===== config.mk =====
export PLATFORM = sky130hd
export DESIGN_NAME = icache_refill_ctrl
export DESIGN_NICKNAME = d
export VERILOG_FILES = /design/src/rtl/icache_refill_ctrl_pkg.sv /design/src/rtl/icache_fill_buffer.sv /design/src/rtl/icache_refill_ctrl.sv
export SDC_FILE = /design/constraint.sdc
export NUM_CORES = 1
export LEC_CHECK = 0
export ABC_CLOCK_PERIOD_IN_PS = 4760
export CORE_MARGIN = 3
export CORE_UTILIZATION = 45
export CTS_CLUSTER_SIZE = 20
export DETAILED_ROUTE_END_ITERATION = 8
export PLACE_DENSITY = 0.86
export SLEW_MARGIN = 25
export SYNTH_ARGS = -nofsm -noshare
export SYNTH_HDL_FRONTEND = slang
export SYNTH_SLANG_ARGS = --single-unit

===== constraint.sdc =====
create_clock -name clk_in -period 4.76 [get_ports clk_in]
set_input_delay 0.952 -clock clk_in [delete_from_list [all_inputs] [get_ports clk_in]]
set_output_delay 0.952 -clock clk_in [all_outputs]
set_load 0.05 [all_outputs]

===== src/rtl/icache_refill_ctrl_pkg.sv =====
// -----------------------------------------------------------------------------
// icache_refill_ctrl_pkg
// Shared constants for the direct-mapped instruction cache and its refill
// sequencer: geometry of the cache line/address split, the refill FSM state
// encoding and a helper for sizing the refill byte counters.
// -----------------------------------------------------------------------------
package icache_refill_ctrl_pkg;

   // Cache geometry: 16-byte lines, 256 sets, 32-bit addresses.
   localparam int ICACHE_BLOCK_BIT  = 128;
   localparam int ICACHE_OFFSET_BIT = 4;
   localparam int ICACHE_INDEX_BIT  = 8;
   localparam int ICACHE_TAG_BIT    = 32 - ICACHE_INDEX_BIT - ICACHE_OFFSET_BIT;

   // Refill sequencer states (2-bit encoding).
   typedef enum logic [1:0] {
      REFILL_IDLE  = 2'd0,
      REFILL_REQ   = 2'd1,
      REFILL_WAIT  = 2'd2,
      REFILL_WRITE = 2'd3
   } refill_state_e;

   // Counters must hold the value FILL_BYTES itself, hence the extra bit.
   function automatic int cnt_width(input int fill_bytes);
      return $clog2(fill_bytes) + 1;
   endfunction

endpackage


===== src/rtl/icache_fill_buffer.sv =====
// -----------------------------------------------------------------------------
// icache_fill_buffer
// Collects the response bytes of one refill into an indexed buffer and counts
// them. o_done is raised in the cycle the last byte is being captured, so the
// sequencer can move to its write state on the same edge.
//
// Ports:
//   clk_in     in   clock
//   rst_in     in   synchronous active-high reset
//   rdy_in     in   global ready; state frozen when low
//   i_clear    in   start of a new refill; restarts the byte counter
//   i_capture  in   a response byte is valid and belongs to the current fill
//   i_data     in   response byte
//   o_block    out  assembled fill data, byte i at bits [8i+7:8i]
//   o_done     out  capture of byte FILL_BYTES-1 is happening this cycle
// -----------------------------------------------------------------------------
module icache_fill_buffer #(
   parameter int FILL_BYTES = 18,
   parameter int CNT_W      = 6
) (
   input  logic                    clk_in,
   input  logic                    rst_in,
   input  logic                    rdy_in,
   input  logic                    i_clear,
   input  logic                    i_capture,
   input  logic [7:0]              i_data,
   output logic [FILL_BYTES*8-1:0] o_block,
   output logic                    o_done
);

   logic [FILL_BYTES-1:0][7:0] r_buf;
   logic [CNT_W-1:0]           r_recv_cnt;

   always_ff @(posedge clk_in) begin
      if (rst_in) begin
         // NOTE: the buffer is a bank of flops, not a RAM, so it can and does
         // take a reset; a fill cut short by reset leaves no stale bytes.
         r_buf      <= '0;
         r_recv_cnt <= '0;
      end else if (rdy_in) begin
         if (i_clear) begin
            r_recv_cnt <= '0;
         end else if (i_capture) begin
            for (int i = 0; i < FILL_BYTES; i++) begin
               if (r_recv_cnt == CNT_W'(i)) r_buf[i] <= i_data;
            end
            r_recv_cnt <= r_recv_cnt + CNT_W'(1);
         end
      end
   end

   assign o_block = r_buf;
   assign o_done  = i_capture && (r_recv_cnt == CNT_W'(FILL_BYTES - 1));

endmodule


===== src/rtl/icache_refill_ctrl.sv =====
// -----------------------------------------------------------------------------
// icache_refill_ctrl
// Miss handler for the direct-mapped instruction cache. On a fetch miss it
// reads the line plus two trailing bytes (for a compressed instruction that
// straddles the line end) over the arbiter's byte-wide port, then writes the
// assembled block into the cache in a single cycle.
//
// Optional build macro ICACHE_REFILL_STATS_EN adds saturating access/miss
// counters on stat_access / stat_miss.
//
// Ports:
//   clk_in, rst_in, rdy_in     clock, sync active-high reset, global ready
//   fetch_valid, fetch_addr    fetch request from IF
//   cache_hit                  hit for cache_addr
//   fetch_ready                hit while idle; IF may take the cache data
//   cache_addr                 fetch_addr when idle, fill base otherwise
//   cache_we, cache_block      one-cycle fill write strobe and data
//   mem_req_valid/addr/ready   byte read request to the arbiter
//   mem_rsp_valid/data         in-order read responses
//   busy                       a refill is in progress
//   stat_access, stat_miss     (ICACHE_REFILL_STATS_EN only) statistics
// -----------------------------------------------------------------------------
module icache_refill_ctrl
   import icache_refill_ctrl_pkg::*;
#(
   parameter int ADDR_W      = 32,
   parameter int BLOCK_BYTES = ICACHE_BLOCK_BIT / 8,
   parameter int OFFSET_BIT  = ICACHE_OFFSET_BIT
) (
   input  logic                         clk_in,
   input  logic                         rst_in,
   input  logic                         rdy_in,
   input  logic                         fetch_valid,
   input  logic [ADDR_W-1:0]            fetch_addr,
   input  logic                         cache_hit,
   output logic                         fetch_ready,
   output logic [ADDR_W-1:0]            cache_addr,
   output logic                         cache_we,
   output logic [(BLOCK_BYTES+2)*8-1:0] cache_block,
   output logic                         mem_req_valid,
   output logic [ADDR_W-1:0]            mem_req_addr,
   input  logic                         mem_req_ready,
   input  logic                         mem_rsp_valid,
   input  logic [7:0]                   mem_rsp_data,
   output logic                         busy
`ifdef ICACHE_REFILL_STATS_EN
   ,
   output logic [31:0]                  stat_access,
   output logic [31:0]                  stat_miss
`endif
);

   localparam int FILL_BYTES = BLOCK_BYTES + 2;
   localparam int CNT_W      = cnt_width(FILL_BYTES);

   refill_state_e     r_state;
   logic [ADDR_W-1:0] r_fill_base;
   logic [CNT_W-1:0]  r_issue_cnt;

   logic w_idle;
   logic w_miss;
   logic w_req_hs;
   logic w_last_issue;
   logic w_capture;
   logic w_done;

   assign w_idle       = (r_state == REFILL_IDLE);
   assign w_miss       = w_idle && fetch_valid && !cache_hit;
   assign w_req_hs     = (r_state == REFILL_REQ) && mem_req_ready;
   assign w_last_issue = (r_issue_cnt == CNT_W'(FILL_BYTES - 1));
   // Responses only belong to a fill while requests are outstanding.
   assign w_capture    = mem_rsp_valid &&
                         ((r_state == REFILL_REQ) || (r_state == REFILL_WAIT));

   icache_fill_buffer #(
      .FILL_BYTES (FILL_BYTES),
      .CNT_W      (CNT_W)
   ) u_fill_buffer (
      .clk_in    (clk_in),
      .rst_in    (rst_in),
      .rdy_in    (rdy_in),
      .i_clear   (w_miss),
      .i_capture (w_capture),
      .i_data    (mem_rsp_data),
      .o_block   (cache_block),
      .o_done    (w_done)
   );

   always_ff @(posedge clk_in) begin
      // NOTE: every register here uses <= so all of them see the pre-edge
      // values of each other, whatever order the statements are written in.
      if (rst_in) begin
         r_state     <= REFILL_IDLE;
         r_fill_base <= '0;
         r_issue_cnt <= '0;
      end else if (rdy_in) begin
         case (r_state)
            REFILL_IDLE: begin
               if (w_miss) begin
                  r_fill_base <= {fetch_addr[ADDR_W-1:OFFSET_BIT], {OFFSET_BIT{1'b0}}};
                  r_issue_cnt <= '0;
                  r_state     <= REFILL_REQ;
               end
            end
            REFILL_REQ: begin
               if (w_req_hs) r_issue_cnt <= r_issue_cnt + CNT_W'(1);
               // A last response can only beat the last handshake with a
               // combinational arbiter; it still goes straight to WRITE.
               if (w_done)                        r_state <= REFILL_WRITE;
               else if (w_req_hs && w_last_issue) r_state <= REFILL_WAIT;
            end
            REFILL_WAIT: begin
               if (w_done) r_state <= REFILL_WRITE;
            end
            REFILL_WRITE: r_state <= REFILL_IDLE;
            default:      r_state <= REFILL_IDLE;
         endcase
      end
   end

   assign fetch_ready   = cache_hit && w_idle;
   assign cache_addr    = w_idle ? fetch_addr : r_fill_base;
   // Held low while frozen so a stalled WRITE state cannot repeat the write.
   assign cache_we      = (r_state == REFILL_WRITE) && rdy_in;
   assign mem_req_valid = (r_state == REFILL_REQ);
   // Wraps naturally at the top of the address space.
   assign mem_req_addr  = r_fill_base + ADDR_W'(r_issue_cnt);
   assign busy          = !w_idle;

`ifdef ICACHE_REFILL_STATS_EN
   logic [31:0] r_stat_access;
   logic [31:0] r_stat_miss;

   always_ff @(posedge clk_in) begin
      if (rst_in) begin
         r_stat_access <= '0;
         r_stat_miss   <= '0;
      end else if (rdy_in) begin
         if (w_idle && fetch_valid && cache_hit && (r_stat_access != '1))
            r_stat_access <= r_stat_access + 32'd1;
         if (w_miss && (r_stat_miss != '1))
            r_stat_miss <= r_stat_miss + 32'd1;
      end
   end

   assign stat_access = r_stat_access;
   assign stat_miss   = r_stat_miss;
`endif

endmodule


==> results.md <==
- post-route ant nets: 0
- EDFF count, synth: 0
- setup repair after global routing missed its margin: false
- Worst setup startpoint: r_issue_cnt[4]
- cell count of the worst reg-to-reg path: 7
- post-synthesis register bit count: 186
- R2R Path End: u_fill_buffer.o_block[135]
- fraction of met3 tracks used by global routing: 9.423%
- result of the run: completed
- launching element type of the critical path: register
- layout overhead on the synthesized area: 39.79%
- met2 capacity usage during global routing: 38.43%
- data required time at the worst endpoint: 3.81 ns
- diode count: 0
- depth of the critical timing path with buffers and inverters included: 7
- Die Span X: 140.4 um
- Bufs on Longest Clock Path: 2
- wirelength, routed: 22950 um
- count of cell types in the netlist: 46
- all-layer global routing usage: 23.07%
- total grt overflow: 0
- Ports: 259
- combined area of all synthesized cells: 8134 um^2
- setup skew after layout: 0.01770 ns
- arrival time at the worst endpoint: 3.19 ns
- final max-slew violation count: 0
- DR WL/cell: 17.76 um
- syn_nets: 897
- biggest cell delay along the critical path: 0.83 ns
- drt pass-1 iters: 7
- dpl hpwl: 16240 um
- worst setup path category: register to output port
- number of vias per cell after detailed routing: 5.267
- power per unit of standard cell area: 303.8 nW/um^2
- pin count of the biggest net entering global routing: 117
- clock latency on the worst-skew pair: 0.43 ns
- initial antenna violation count: 0
- Max transition margin: 35.72%
- beginning of the worst register-to-register path: r_state[0]
- post-synthesis sequential area ratio: 45.78%
- Nets: 1115
- DR vias: 6805
- grt peak-use layer: met2
- final weighted congestion in routability-driven placement: 0.8507
- internal reg-to-reg setup slack: 1.84 ns
- count of clock tree sinks: 186
- number of standard-cell rows in the floorplan: 48
- worst hold-check slack: 0.4851 ns
- cell family with the largest share of critical-path delay: simple AND/OR/NAND/NOR gates
- count of buffers added by post-CTS timing repair for setup: 0
- area share of the leading cell type in the synthesized netlist: 45.78%
- Die H: 140.4 um
- Num CTS Buffers: 17
- placeable core region: 17480 um^2
- Post-Synthesis Cells: 836
- DRC violations left: 0
- syn_area_per_cell: 9.730 um^2
- Synth warnings: 0
- cell at the root of the clock tree: clkbuf_16
- count of final setup violators: 0
- maximum capacitance violations: 0
- CTS HTree Levels: 4
- initial core utilization: 46.54%
- worst hold path type: register to register
- CTS Hold Bufs: 0
- crit path cell chain: ha_1, fa_1, nand3_1, nor3_2, nand4_1, xnor2_1, clkdlybuf4s50_1
- top cells by area, synth: dfxtp_1 46%, mux2i_1 18%, nor2_1 6.9%
- Main synth FF type: dfxtp_1
- setup TNS: 0 ns
- Initial DRC Count: 421
- final number of hold-violating endpoints: 0
- fraction of final layout cells sized beyond drive strength 1: 9.466%
- endpoint class of the critical path: output port
- Max Fclk: 0.2413 GHz
- first-pass GRT wire length: 36560 um
- Tcrit/Tclk final: 87.05%
- Port Buffer Count: 258
- CTS clock-pin slew for the worst setup and hold paths: 0.07 ns
- vias in the first global route: 6718
- met1 global-route usage: 27.81%
- slowest cell on the critical path: clkdlybuf4s50_1
- count of buffering cells on the critical path with inverters included: 1
- async set-reset flop share out of synthesis: 0%
- final critical delay including setup and external delays: 4.143 ns
- worst vdd rail ir drop: 236.4 uV
- termination of the worst setup path: mem_req_addr[22]
- post-synthesis cell type with the largest combined area: dfxtp_1
- TritonCTS clock tree: done
- worst-margin pin slew: 0.9611 ns
- post-cts sizing count: 0
- overall die area: 19720 um^2
- Static Leakage: 5.300 nW
- Worst Path Max Fanout: 9
-- worst reg2reg max path, delay by kind of cell, from the launching register on --
kind,cells,cell delay (ns)
adders and majority gates,1,0.69
buffers and inverters,2,0.50
DFF,1,0.35
muxes,1,0.24
and+or+nand+nor,3,0.99
-- cell usage in the layout (no fill, tap or decap), drive strengths merged, types with 2 or more instances in the layout --
cell type / instances
clkdlybuf4s50: 257
dfxtp: 186
nor2: 150
mux2i: 145
nand2: 73
a21oi: 35
nand4: 30
mux2: 29
xnor2: 21
clkbuf: 17
inv: 14
ha: 13
xor2: 10
nand3: 10
and2: 9
and3: 9
nor3: 7
buf: 7
clkinv: 6
o21ai: 4
o211ai: 3
nor4b: 3
o2111ai: 3
or3: 2
nor4: 2
and4: 2
or3b: 2
o31ai: 2
-- area by class of cell --
cell class	instances	area [um^2]
clock buffer	17	425.4
clock inverter	15	157.7
fill	1382	6106
inverter	7	26.28
multi-input combinational	578	4111
sequential	186	3724
tap	225	281.5
timing repair buffer	264	2645
-- logic make-up (layout without fill, tap and decap cells) --
| family | Yosys count | count (layout) | share of synthesized area, % |
|---|---|---|---|
| compound gates | 53 | 53 | 3.876 |
| xor+xnor | 31 | 31 | 3.338 |
| fa+ha+maj | 14 | 14 | 2.246 |
| buf+inv | 72 | 303 | 3.692 |
| flops | 186 | 186 | 45.78 |
| mux | 174 | 174 | 21.86 |
| simple gates | 306 | 306 | 19.21 |
-- how the worst min path moves through the flow --
stage	from	endpoint	cells past startpoint
after floorplan	r_fill_base[4]	r_fill_base[4]	2
after global placement	r_fill_base[4]	r_fill_base[4]	2
after detailed placement	r_fill_base[4]	r_fill_base[4]	2
after CTS	r_fill_base[4]	r_fill_base[4]	2
after global routing	r_fill_base[4]	r_fill_base[4]	2
final	r_fill_base[4]	r_fill_base[4]	2
-- metal layers --
layer,vias up,wire length (um)
met1,3253,9181
met3,24,2465
li1,3280,-
met5,-,0
met4,0,299
met2,248,11000
-- report_power, final --
group | internal, W | switching (W)
sequential | 0.00157 | 0.0000157
combinational | 0.000172 | 0.000308
clock | 0.000743 | 0.000649
-- registers in the layout, indices dropped and copies added, names as in the netlist --
| name | count |
|---|---|
| u_fill_buffer.r_recv_cnt | 6 |
| r_fill_base | 28 |
| r_issue_cnt | 6 |
| u_fill_buffer.o_block | 144 |
| r_state | 2 |
-- metrics by stage --
stage	util [%]	cells	area (um^2)	total power, W	worst slack [ns]
after global routing	65.06	1292	11370	0.003573	0.4016
after detailed placement	61.66	1259	10780	0.002097	1.086
final	65.06	1292	11370	0.003454	0.6166
after floorplan	-	836	8134	0.001931	1.559
after global placement	61.66	1259	10780	0.002094	1.136
after CTS	65.00	1291	11360	0.003486	0.6170
-- cell usage after synthesis (all sizes together), types with 3 or more instances --
master	number
a21oi	35
and2	9
and3	9
buf	15
clkbuf	50
dfxtp	186
ha	13
inv	7
mux2	29
mux2i	145
nand2	73
nand3	10
nand4	30
nor2	150
nor3	7
nor4b	3
o2111ai	3
o211ai	3
o21ai	4
xnor2	21
xor2	10
(Power assumes the default switching activity.)
